### src/rtl/mem_arbiter.sv
// mem_arbiter: round-robin arbiter merging an instruction port and a data port onto one non-pipelined memory command port
module mem_arbiter #(
    parameter int ADDR_W = 32,
    parameter int DATA_W = 32
) (
    input  logic              clk,
    input  logic              rst_n,
    input  logic              i_cmd_start,
    input  logic [ADDR_W-1:0] i_addr,
    output logic              i_cmd_ready,
    output logic [DATA_W-1:0] i_rdata,
    output logic              i_rdata_valid,
    input  logic              d_cmd_start,
    input  logic [ADDR_W-1:0] d_addr,
    input  logic              d_cmd_write,
    input  logic [DATA_W-1:0] d_wdata,
    output logic              d_cmd_ready,
    output logic [DATA_W-1:0] d_rdata,
    output logic              d_rdata_valid,
    input  logic              mem_cmd_ready,
    output logic              mem_cmd_start,
    output logic [ADDR_W-1:0] mem_addr,
    output logic              mem_cmd_write,
    output logic [DATA_W-1:0] mem_wdata,
    input  logic [DATA_W-1:0] mem_rdata,
    input  logic              mem_rdata_valid
);
    typedef enum logic [1:0] {IDLE, ISSUE, WAIT_R} state_t;
    state_t r_state, w_next;
    logic   r_last_d, r_owner_d;
    logic   w_grant_i, w_grant_d, w_accept, w_resp;
    // Arbitration, next state and handshake outputs; the port not granted last wins a tie
    always_comb begin
        w_grant_i     = i_cmd_start && (!d_cmd_start || r_last_d);
        w_grant_d     = d_cmd_start && !w_grant_i;
        w_accept      = (r_state == IDLE) && (w_grant_i || w_grant_d);
        w_resp        = (r_state == WAIT_R) && mem_rdata_valid;
        i_cmd_ready   = rst_n && (r_state == IDLE);
        d_cmd_ready   = rst_n && (r_state == IDLE);
        mem_cmd_start = (r_state == ISSUE);
        w_next        = r_state;
        case (r_state)
            IDLE:    w_next = w_accept ? ISSUE : IDLE;
            ISSUE:   w_next = mem_cmd_ready ? (mem_cmd_write ? IDLE : WAIT_R) : ISSUE;
            WAIT_R:  w_next = mem_rdata_valid ? IDLE : WAIT_R;
            default: w_next = IDLE;
        endcase
    end
    // State register
    always_ff @(posedge clk or negedge rst_n) begin
        if (!rst_n) r_state <= IDLE;
        else        r_state <= w_next;
    end
    // Request latch on acceptance and one-cycle read response to the owning port
    always_ff @(posedge clk or negedge rst_n) begin
        if (!rst_n) begin
            r_last_d      <= 1'b1;
            r_owner_d     <= 1'b0;
            mem_addr      <= '0;
            mem_cmd_write <= 1'b0;
            mem_wdata     <= '0;
            i_rdata       <= '0;
            d_rdata       <= '0;
            i_rdata_valid <= 1'b0;
            d_rdata_valid <= 1'b0;
        end else begin
            if (w_accept) begin
                r_last_d      <= w_grant_d;
                r_owner_d     <= w_grant_d;
                mem_addr      <= w_grant_d ? d_addr : i_addr;
                mem_cmd_write <= w_grant_d && d_cmd_write;
                mem_wdata     <= w_grant_d ? d_wdata : '0;
            end
            if (w_resp && !r_owner_d) i_rdata <= mem_rdata;
            if (w_resp && r_owner_d)  d_rdata <= mem_rdata;
            i_rdata_valid <= w_resp && !r_owner_d;
            d_rdata_valid <= w_resp && r_owner_d;
        end
    end
endmodule

### config.mk
export PLATFORM = sky130hd
export DESIGN_NAME = mem_arbiter
export DESIGN_NICKNAME = d
export VERILOG_FILES = /design/src/rtl/mem_arbiter.sv
export SDC_FILE = /design/constraint.sdc
export NUM_CORES = 1
export LEC_CHECK = 0
export CORE_UTILIZATION = 43
export DETAILED_ROUTE_END_ITERATION = 8
export PLACE_DENSITY = 0.82
export SYNTH_ARGS = -nofsm -noshare
export SYNTH_HDL_FRONTEND = slang
export SYNTH_SLANG_ARGS = --single-unit
### constraint.sdc
create_clock -name clk -period 4.7 [get_ports clk]
set_input_delay 0.47 -clock clk [delete_from_list [all_inputs] [get_ports clk]]
set_output_delay 0.47 -clock clk [all_outputs]
set_load 0.05 [all_outputs]
# After elaboration in Yosys (flattened, before gate mapping)
# Cells that the tools add are included.
word_totals:
  out_inout_bits: 134
  regBits: 135
  word_cells: 33
  in_bits: 135
classes:
  n_mux: 7
  n_reduce_logical: 14
  n_eq_ne: 2
op_table:
  columns: ["cell", "count"]
  rows:
  - ["2-to-1 mux 32 bit", 2]
  - ["logical AND 1 bit", 8]
  - ["2-to-1 mux 2 bit", 3]
  - ["case mux 2 bit (3 select lines)", 1]
  - ["logical NOT 1 bit", 3]
  - ["== test 2 x 1 -> 1 bit, second input constant", 1]
  - ["== test 2 bit, second input constant", 1]
  - ["logical NOT 2 bit", 1]
  - ["logical OR 1 bit", 2]
  - ["2-to-1 mux 1 bit", 1]

# Longest topological paths before layout
# Gate-level depths: netlist of the first run.
logic_depth:
  ltp_word: 9
  depth_mapped: 5

# Least setup slack after synthesis of the first run
# No wires, ideal clock.
synth_path:
  path_type: "register to output"
  startpoint: "register r_state[0]"
  endpoint: "output i_cmd_ready"
  arrival_time_ps: 1250
  stages_incl_launch_ff: 4
  required_time_ps: 4230
  slack_ps: 2980
  path_cell_list: "dfrtp_1 nor2_1 and2_1 buf_4"
synth_between:
  elab_chain_cells: 2
synth_lines:
  columns: ["item", "line_no", "rtl"]
  rows:
  - ["start, declared", "29", "state_t r_state, w_next;"]
  - ["start signal, assigned", "52", "else r_state <= w_next;"]
  - ["logical NOT 2 bit", null, null]
  - ["logical AND 1 bit", null, null]
  - ["end, declared", "10", "output logic i_cmd_ready,"]
# No other way between the ends.

# Worst setup path in the final report of the first run
layout_path:
  startpoint: "register r_state[0]"
  endpoint: "output d_cmd_ready"
layout_between:
  elab_chain_cells: 2
layout_lines:
  columns: ["item", "line_no", "rtl"]
  rows:
  - ["logical NOT 2 bit", "39", "d_cmd_ready = rst_n && (r_state == IDLE);"]
  - ["logical AND 1 bit", "39", null]
  - ["end, declared", "17", "output logic d_cmd_ready,"]
# No other way between the ends.

==> implementation parameters, run 1 <==
Parameter                              Value

Clock tree
  Number of sinks driven by the clock tree    135
  Longest Clk Path Bufs    2
  Number of gates resized after CTS    0
  Clock network latency to the later pin of the worst-skew pair    just over 0.4 ns
  Hold buffers post-CTS    0
  Clock root buffer master    clkbuf_16
  Post-CTS repair timing setup buffer count    0
  TritonCTS clock tree    yes
  CTS clk-pin slew, worst paths    roughly 0.070 ns
  Clock buffers created by TritonCTS    17
  CTS H-tree lvls    4

Power and ir drop
  Share of power burned in combinational logic    56.0%
  Proportion of power drawn by the clock network    17.3%
  Leak Pwr    between 3 and 4 nW
  Switching power    about 3.5 mW
  Max rail drop VDD    406 µV
  Total power density per cell area    a little under 900 nW/µm²
  Switching part of the total power    around 46%
  Part of the power in registers    26.7%
  Internal power of the cells    ~4.1 mW

Critical path
  Arrival @ worst endpoint    about 2.2 ns
  Type of origin of the critical path    flip-flop
  Data required, critical path    between 4 and 5 ns
  Crit. path cell count    3
  Worst setup path endpoint    d_cmd_ready
  Largest fanout on the critical path    4
  Startpoint of the worst setup timing path    r_state[0]$_DFF_PN0_
  Critical Path, Cell by Cell    nor2_1, and2_1, clkdlybuf4s50_1
  Cell family contributing the most delay on the critical path    buffers and inverters
  Launch instance of the worst register-to-register path    r_last_d$_DFFE_PN1P_
  Buffers plus inverters on the worst setup path    1
  Category of the worst setup path capture point    output pin
  Reg-to-reg critical path endpoint    mem_wdata[8]$_DFFE_PN0P_
  Crit path max-delay cell type    clkdlybuf4s50_1
  Cells on worst reg2reg path    4
  Critical path class    reg -> out
  Largest stage delay, worst path    0.83 ns
  Register-to-register setup slack    around 2.7 ns

Outcome
  Outcome    finished with violations
  Violations in the final reports    negative hold slack

Yosys
  Most area-hungry cell type in the Yosys netlist    dfrtp_1
  Post-synthesis cell area    5350 µm²
  Number of standard cells after synthesis    333
  Mean instance size in the synthesized netlist    between 15 and 20 µm²
  Synth Register Bits    135
  Number of unique standard cell types used by synthesis    19
  Portion of synthesized cell area occupied by the leading cell type    between 60% and 70%
  Seq/Total Area, Yosys    a little over three fifths
  Total number of yosys warnings    0
  Most area-consuming cells after synthesis    dfrtp_1 (63%), mux2_2 (27%), a22o_1 (5.4%)
  Net count of the mapped netlist    468

Floorplanning
  Width of the die    around 110 µm
  Number of top-level design ports    roughly 270
  Core Box Area    about 12000 µm²
  Die Footprint    about 13000 µm²
  Vert. Die Dim    114 µm
  Initial standard-cell utilization of the core    between 40 and 50%
  Standard-cell row count    40

Timing
  Max Transition Viols Final    0
  Highest Clock Rate    0.375 GHz
  Sum of negative setup slack    0 ns
  Final hold slack    -0.00752 ns
  Relative max-transition margin    29.7%
  Tcrit/Tclk final    56.8%
  Final hold vios    5
  Endpoints failing setup    0
  Pin slew with the least headroom to its limit    about 1.1 ns
  Clk_skew    0.0121 ns
  Tmin final    between 2 and 3 ns
  Unrepaired setup endpoints after global routing    false

Cells and area
  Highest-count cells in the layout ignoring fill and taps    clkdlybuf4s50_1 (267), dfrtp_1 (134), mux2_2 (128)
  # fillers    slightly above 800
  Summed area of non-filler cells in the final layout    around 8800 µm²
  Final layout net count    between 700 and 800
  Most common library cell in the layout ignoring fill and taps    clkdlybuf4s50_1
  P&R area growth vs syn    64.1%
  Antenna diode count    0
  Layout cells sized above 1    between 20% and 30%

Route
  Detailed router's first-iteration violation count    191
  Routed wire length    13600 µm
  Overall via count from detail_route    3892
  Pre-antenna DRT Iters    4
  Per-cell routed wire length    roughly 17 µm
  Routed via count divided by cell count    ~5.0
  Number of design rule violations left after detail routing    0
  Antenna violation net count after detailed routing    0

Run
  Max-cap violation count    0

GRT
  Remaining Overflow, GRT    0
  Vias in the first global route    between 3000 and 4000
  First-pass GRT wire length    approximately 21000 µm
  Pin count of the biggest net entering global routing    83
  GRT Overall Usage    about 21%
  Initial antenna violation count    0

Placed design
  Placer's final routability congestion estimate    about 0.77
  Post-detailed-placement cell area    approximately 8000 µm²
  Number of buffer cells added on primary ports    roughly 270
  Half-perimeter wire length of the detailed placement result    a little under 10000 µm

Worst hold path
  Worst min path class    in -> async
-- registers in the layout, indices dropped and copies added (netlist names) --
register,cells
d_rdata,32
i_rdata,32
mem_addr,32
mem_wdata,32
r_state,2
d_rdata_valid,1
i_rdata_valid,1
mem_cmd_write,1
r_last_d,1
r_owner_d,1
-- area by class of cell --
class                      count  area, µm²  area share, %
timing repair buffer         274       2730           31.1
inverter                       3       11.3          0.128
sequential                   135       3380           38.5
multi-input combinational    174       1850           21.1
clock inverter                14        165           1.88
clock buffer                  18        429           4.89
tap                          168        210           2.40
-- stage by stage --
step | hold slack, ns | worst slack (ns) | std cells | util [%] | power [mW]
6_report | -0.00752 | 2.03 | 786 | 72.7 | 7.66
5_1_grt | 0.0262 | 1.94 | 786 | 72.7 | 7.95
4_1_cts | 0.00785 | 2.01 | 786 | 72.7 | 7.71
3_5_place_dp | 0.450 | 1.93 | 754 | 67.8 | 6.37
3_3_place_gp | 0.445 | 2.00 | 754 | 67.8 | 6.29
2_1_floorplan | 0.174 | 2.98 | 333 | - | 4.85
-- cell families (layout without fill, tap and decap cells) --
group | Yosys count | count (layout) | share of synthesized area (%)
DFF | 135 | 135 | 63.2
muxes | 128 | 128 | 27.0
AOI/OAI and AO/OA | 39 | 39 | 6.25
buffers and inverters | 24 | 309 | 2.53
and+or+nand+nor | 7 | 7 | 1.05
-- worst min path at each step --
stage	startpoint	endpoint	cells after the start
2_1_floorplan	rst_n	d_rdata[0]$_DFFE_PN0P_	0
3_3_place_gp	rst_n	i_rdata[27]$_DFFE_PN0P_	1
3_5_place_dp	rst_n	d_rdata[27]$_DFFE_PN0P_	1
4_1_cts	rst_n	d_rdata[27]$_DFFE_PN0P_	1
5_1_grt	rst_n	i_rdata[27]$_DFFE_PN0P_	1
6_report	rst_n	i_rdata[27]$_DFFE_PN0P_	1
-- cells in the mapped netlist, drive strengths merged --
library cell	number
dfrtp	134
mux2	128
a22o	33
buf	19
inv	3
a21o	2
and2	2
clkbuf	2
nand2b	2
o21ai	2
a21boi	1
dfstp	1
nand4b	1
nor2	1
nor3b	1
o32ai	1
-- layer usage --
layer	part of all wire [%]	wire [µm]	GRT usage, %	up-vias
met1	39	5360	24.8	1914
met2	50	6750	36.2	206
met3	8.6	1180	6.96	23
met5	0	0	0	-
li1	-	-	-	1749
met4	2.5	337	10.0	0
-- power by group through the flow --
stage / registers [mW] / logic [mW] / clock network (mW)
floorplan: 3.95 / 0.895 / 0
global placement: 2.03 / 4.26 / 0
detailed placement: 2.05 / 4.31 / 0
CTS: 2.04 / 4.32 / 1.35
global route: 2.11 / 4.44 / 1.41
finish: 2.04 / 4.29 / 1.32
Power figures use the tool's default switching activity.
==> run 2, diff against run 1 <==
--- a/config.mk
+++ b/config.mk
@@ -5,9 +5,9 @@
 export SDC_FILE = /design/constraint.sdc
 export NUM_CORES = 1
 export LEC_CHECK = 0
-export CORE_UTILIZATION = 43
+export CORE_UTILIZATION = 36
 export DETAILED_ROUTE_END_ITERATION = 8
-export PLACE_DENSITY = 0.82
+export PLACE_DENSITY = 0.73
 export SYNTH_ARGS = -nofsm -noshare
 export SYNTH_HDL_FRONTEND = slang
 export SYNTH_SLANG_ARGS = --single-unit
==> constraint.sdc (replaced) <==
create_clock -name clk -period 2.37 [get_ports clk]
set_input_delay 0.237 -clock clk [delete_from_list [all_inputs] [get_ports clk]]
set_output_delay 0.237 -clock clk [all_outputs]
set_load 0.05 [all_outputs]
==> implementation parameters, run 2 (synthesis results as in run 1) <==
Parameter                              Value

Critical path
  Largest fanout on the critical path    4 (unchanged)
  Critical path class    reg -> out
  Arrival @ worst endpoint    2.01 ns (-0.19 ns)
  Largest stage delay, worst path    0.81 ns (-0.02 ns)
  Data required, critical path    2.13 ns (-2.10 ns)
  Category of the worst setup path capture point    output pin
  Critical Path, Cell by Cell    nor2_1, and2_1, clkdlybuf4s50_1
  Register-to-register setup slack    0.70 ns (-1.95 ns)
  Type of origin of the critical path    flip-flop
  Crit path max-delay cell type    clkdlybuf4s50_1

Cells and area
  Antenna diode count    0 (unchanged)
  Final layout net count    742 (+0.27%)
  P&R area growth vs syn    66.8%
  Highest-count cells in the layout ignoring fill and taps    clkdlybuf4s50_1 (267), dfrtp_1 (134), mux2_2 (128)
  Most common library cell in the layout ignoring fill and taps    clkdlybuf4s50_1
  # fillers    1123 (+38%)
  Combined area of the multi-input logic cells    1850 µm² (unchanged)
  Layout cells sized above 1    27.6% (+0.12 points)
  Sequential cell area    3380 µm² (unchanged)

Timing
  Tmin final    about 2.2 ns
  Final hold vios    0 (-5)
  Clk_skew    0.00669 ns (-0.00544 ns)
  Final hold slack    0.422 ns (+0.429 ns)
  Unrepaired setup endpoints after global routing    false
  Highest Clock Rate    between 0.4 and 0.5 GHz
  Pin slew with the least headroom to its limit    0.712 ns (-0.340 ns)
  Relative max-transition margin    52.6% (+23 points)
  Endpoints failing setup    0 (unchanged)
  Max Transition Viols Final    0 (unchanged)
  Sum of negative setup slack    0 ns (unchanged)
  Tcrit/Tclk final    94.9%

Power and ir drop
  Total power density per cell area    1730 nW/µm² (+99%)
  Max rail drop VDD    734 µV (+81%)
  Leak Pwr    3.81 nW (+1.7%)

Run
  Max-cap violation count    0 (unchanged)

Floorplanning
  Core Box Area    14500 µm² (+20%)
  Die Footprint    15300 µm² (+19%)
  Number of top-level design ports    269 (unchanged)
  Width of the die    124 µm (+9.1%)
  Initial standard-cell utilization of the core    36.8% (-7.5 points)
  Vert. Die Dim    124 µm (+9.1%)
  Standard-cell row count    44 (+10%)

GRT
  GR peak layer    met2
  Met1 track demand over resource in global routing    19.2% (-5.6 points)
  First-pass GRT wire length    20800 µm (-0.50%)
  GRT Overall Usage    18.4% (-3.0 points)
  Met3 Resource Use GR    8.01% (+1.1 points)
  Grt met2 use    31.8% (-4.4 points)
  Initial antenna violation count    0 (unchanged)
  Pin count of the biggest net entering global routing    136 (+64%)
  Remaining Overflow, GRT    0 (unchanged)
  Vias in the first global route    4039 (+1.7%)

Clock tree
  Clock network latency to the later pin of the worst-skew pair    0.41 ns (about the same)
  TritonCTS clock tree    yes
  CTS clk-pin slew, worst paths    0.06 ns (about the same)
  Number of gates resized after CTS    0 (unchanged)
  CTS H-tree lvls    4 (unchanged)
  Number of sinks driven by the clock tree    135 (unchanged)
  Longest Clk Path Bufs    2 (unchanged)
  Clock buffers created by TritonCTS    17 (unchanged)
  Clock root buffer master    clkbuf_16
  Post-CTS repair timing setup buffer count    0 (unchanged)

Route
  Routed wire length    14200 µm (+4.5%)
  Antenna violation net count after detailed routing    0 (unchanged)
  Per-cell routed wire length    17.7 µm (+2.3%)
  Number of design rule violations left after detail routing    0 (unchanged)
  Routed via count divided by cell count    4.81 (-2.9%)
  Pre-antenna DRT Iters    4 (unchanged)
  Detailed router's first-iteration violation count    118 (-38%)
  Overall via count from detail_route    3860 (-0.82%)

Worst hold path
  Worst min path class    in -> reg

Placed design
  Half-perimeter wire length of the detailed placement result    10000 µm (+0.97%)
  Placer's final routability congestion estimate    0.762 (-1.7%)
  Number of buffer cells added on primary ports    268 (unchanged)

Outcome
  Outcome    complete, no violations
[run 2: cell type report]
cell class / instances / share of cell area, %
Clock buffer: 20 / 5.23
Clock inverter: 11 / 1.89
Inverter: 3 / 0.126
Multi-Input combinational cell: 174 / 20.8
Sequential cell: 135 / 37.9
Tap cell: 184 / 2.58
Timing Repair Buffer: 276 / 31.5
[run 2: where the power goes]
part,total (mW),internal [mW],leakage [nW],switching (mW)
Clock,2.82,1.84,0.313,0.982
Sequential,4.06,3.44,1.68,0.618
Combinational,8.56,3.22,1.82,5.34
[run 2: repair_timing]
action,4_1_cts,5_1_grt
hold buffers,1,0
hold endpoints to repair,52,0
endpoints found under the setup margin,0,0
[run 2: worst paths after layout]
kind	from	to	depth (start not counted)
setup reg to reg	r_last_d$_DFFE_PN1P_	mem_addr[0]$_DFFE_PN0P_	4
setup / recovery	r_state[0]$_DFF_PN0_	i_cmd_ready	3
max in group asynchronous	rst_n	mem_addr[0]$_DFFE_PN0P_	3
min in group asynchronous	rst_n	mem_wdata[0]$_DFFE_PN0P_	3
hold / removal	d_wdata[29]	mem_wdata[29]$_DFFE_PN0P_	2
hold reg to reg	mem_wdata[28]$_DFFE_PN0P_	mem_wdata[28]$_DFFE_PN0P_	1
[run 2: routing by layer]
layer | vias to the layer above | routed length [µm]
li1 | 1760 | -
met1 | 1910 | 5310
met2 | 168 | 7090
met3 | 22 | 1530
met4 | 0 | 303
met5 | - | 0
[run 2: per-stage QoR]
| step | setup slack, ns | std cells | area [µm²] | power (mW) | utilization, % |
|---|---|---|---|---|---|
| final | 0.122 | 803 | 8920 | 15.4 | 61.3 |
| after floorplan | 0.860 | 333 | 5350 | 9.62 | - |
| after CTS | 0.0527 | 803 | 8920 | 15.6 | 61.3 |
| after detailed placement | 0.273 | 771 | 8270 | 12.7 | 56.9 |
| after global placement | 0.321 | 771 | 8270 | 12.6 | 56.9 |
| after global routing | 0.0177 | 803 | 8920 | 16.1 | 61.3 |
[run 2: critical path, delay by kind of cell, from the launching register on]
| family | cells | cell delay, ns |
|---|---|---|
| buffers and inverters | 1 | 0.81 |
| DFF | 1 | 0.40 |
| and+or+nand+nor | 2 | 0.39 |
==> run 3, diff against run 2 <==
--- a/config.mk
+++ b/config.mk
@@ -8,6 +8,7 @@
 export CORE_UTILIZATION = 36
 export DETAILED_ROUTE_END_ITERATION = 8
 export PLACE_DENSITY = 0.73
+export SKIP_LAST_GASP = 1
 export SYNTH_ARGS = -nofsm -noshare
 export SYNTH_HDL_FRONTEND = slang
 export SYNTH_SLANG_ARGS = --single-unit
==> results of run 3 <==
No change in the layout: final DEF, timing and power equal those of run 2.
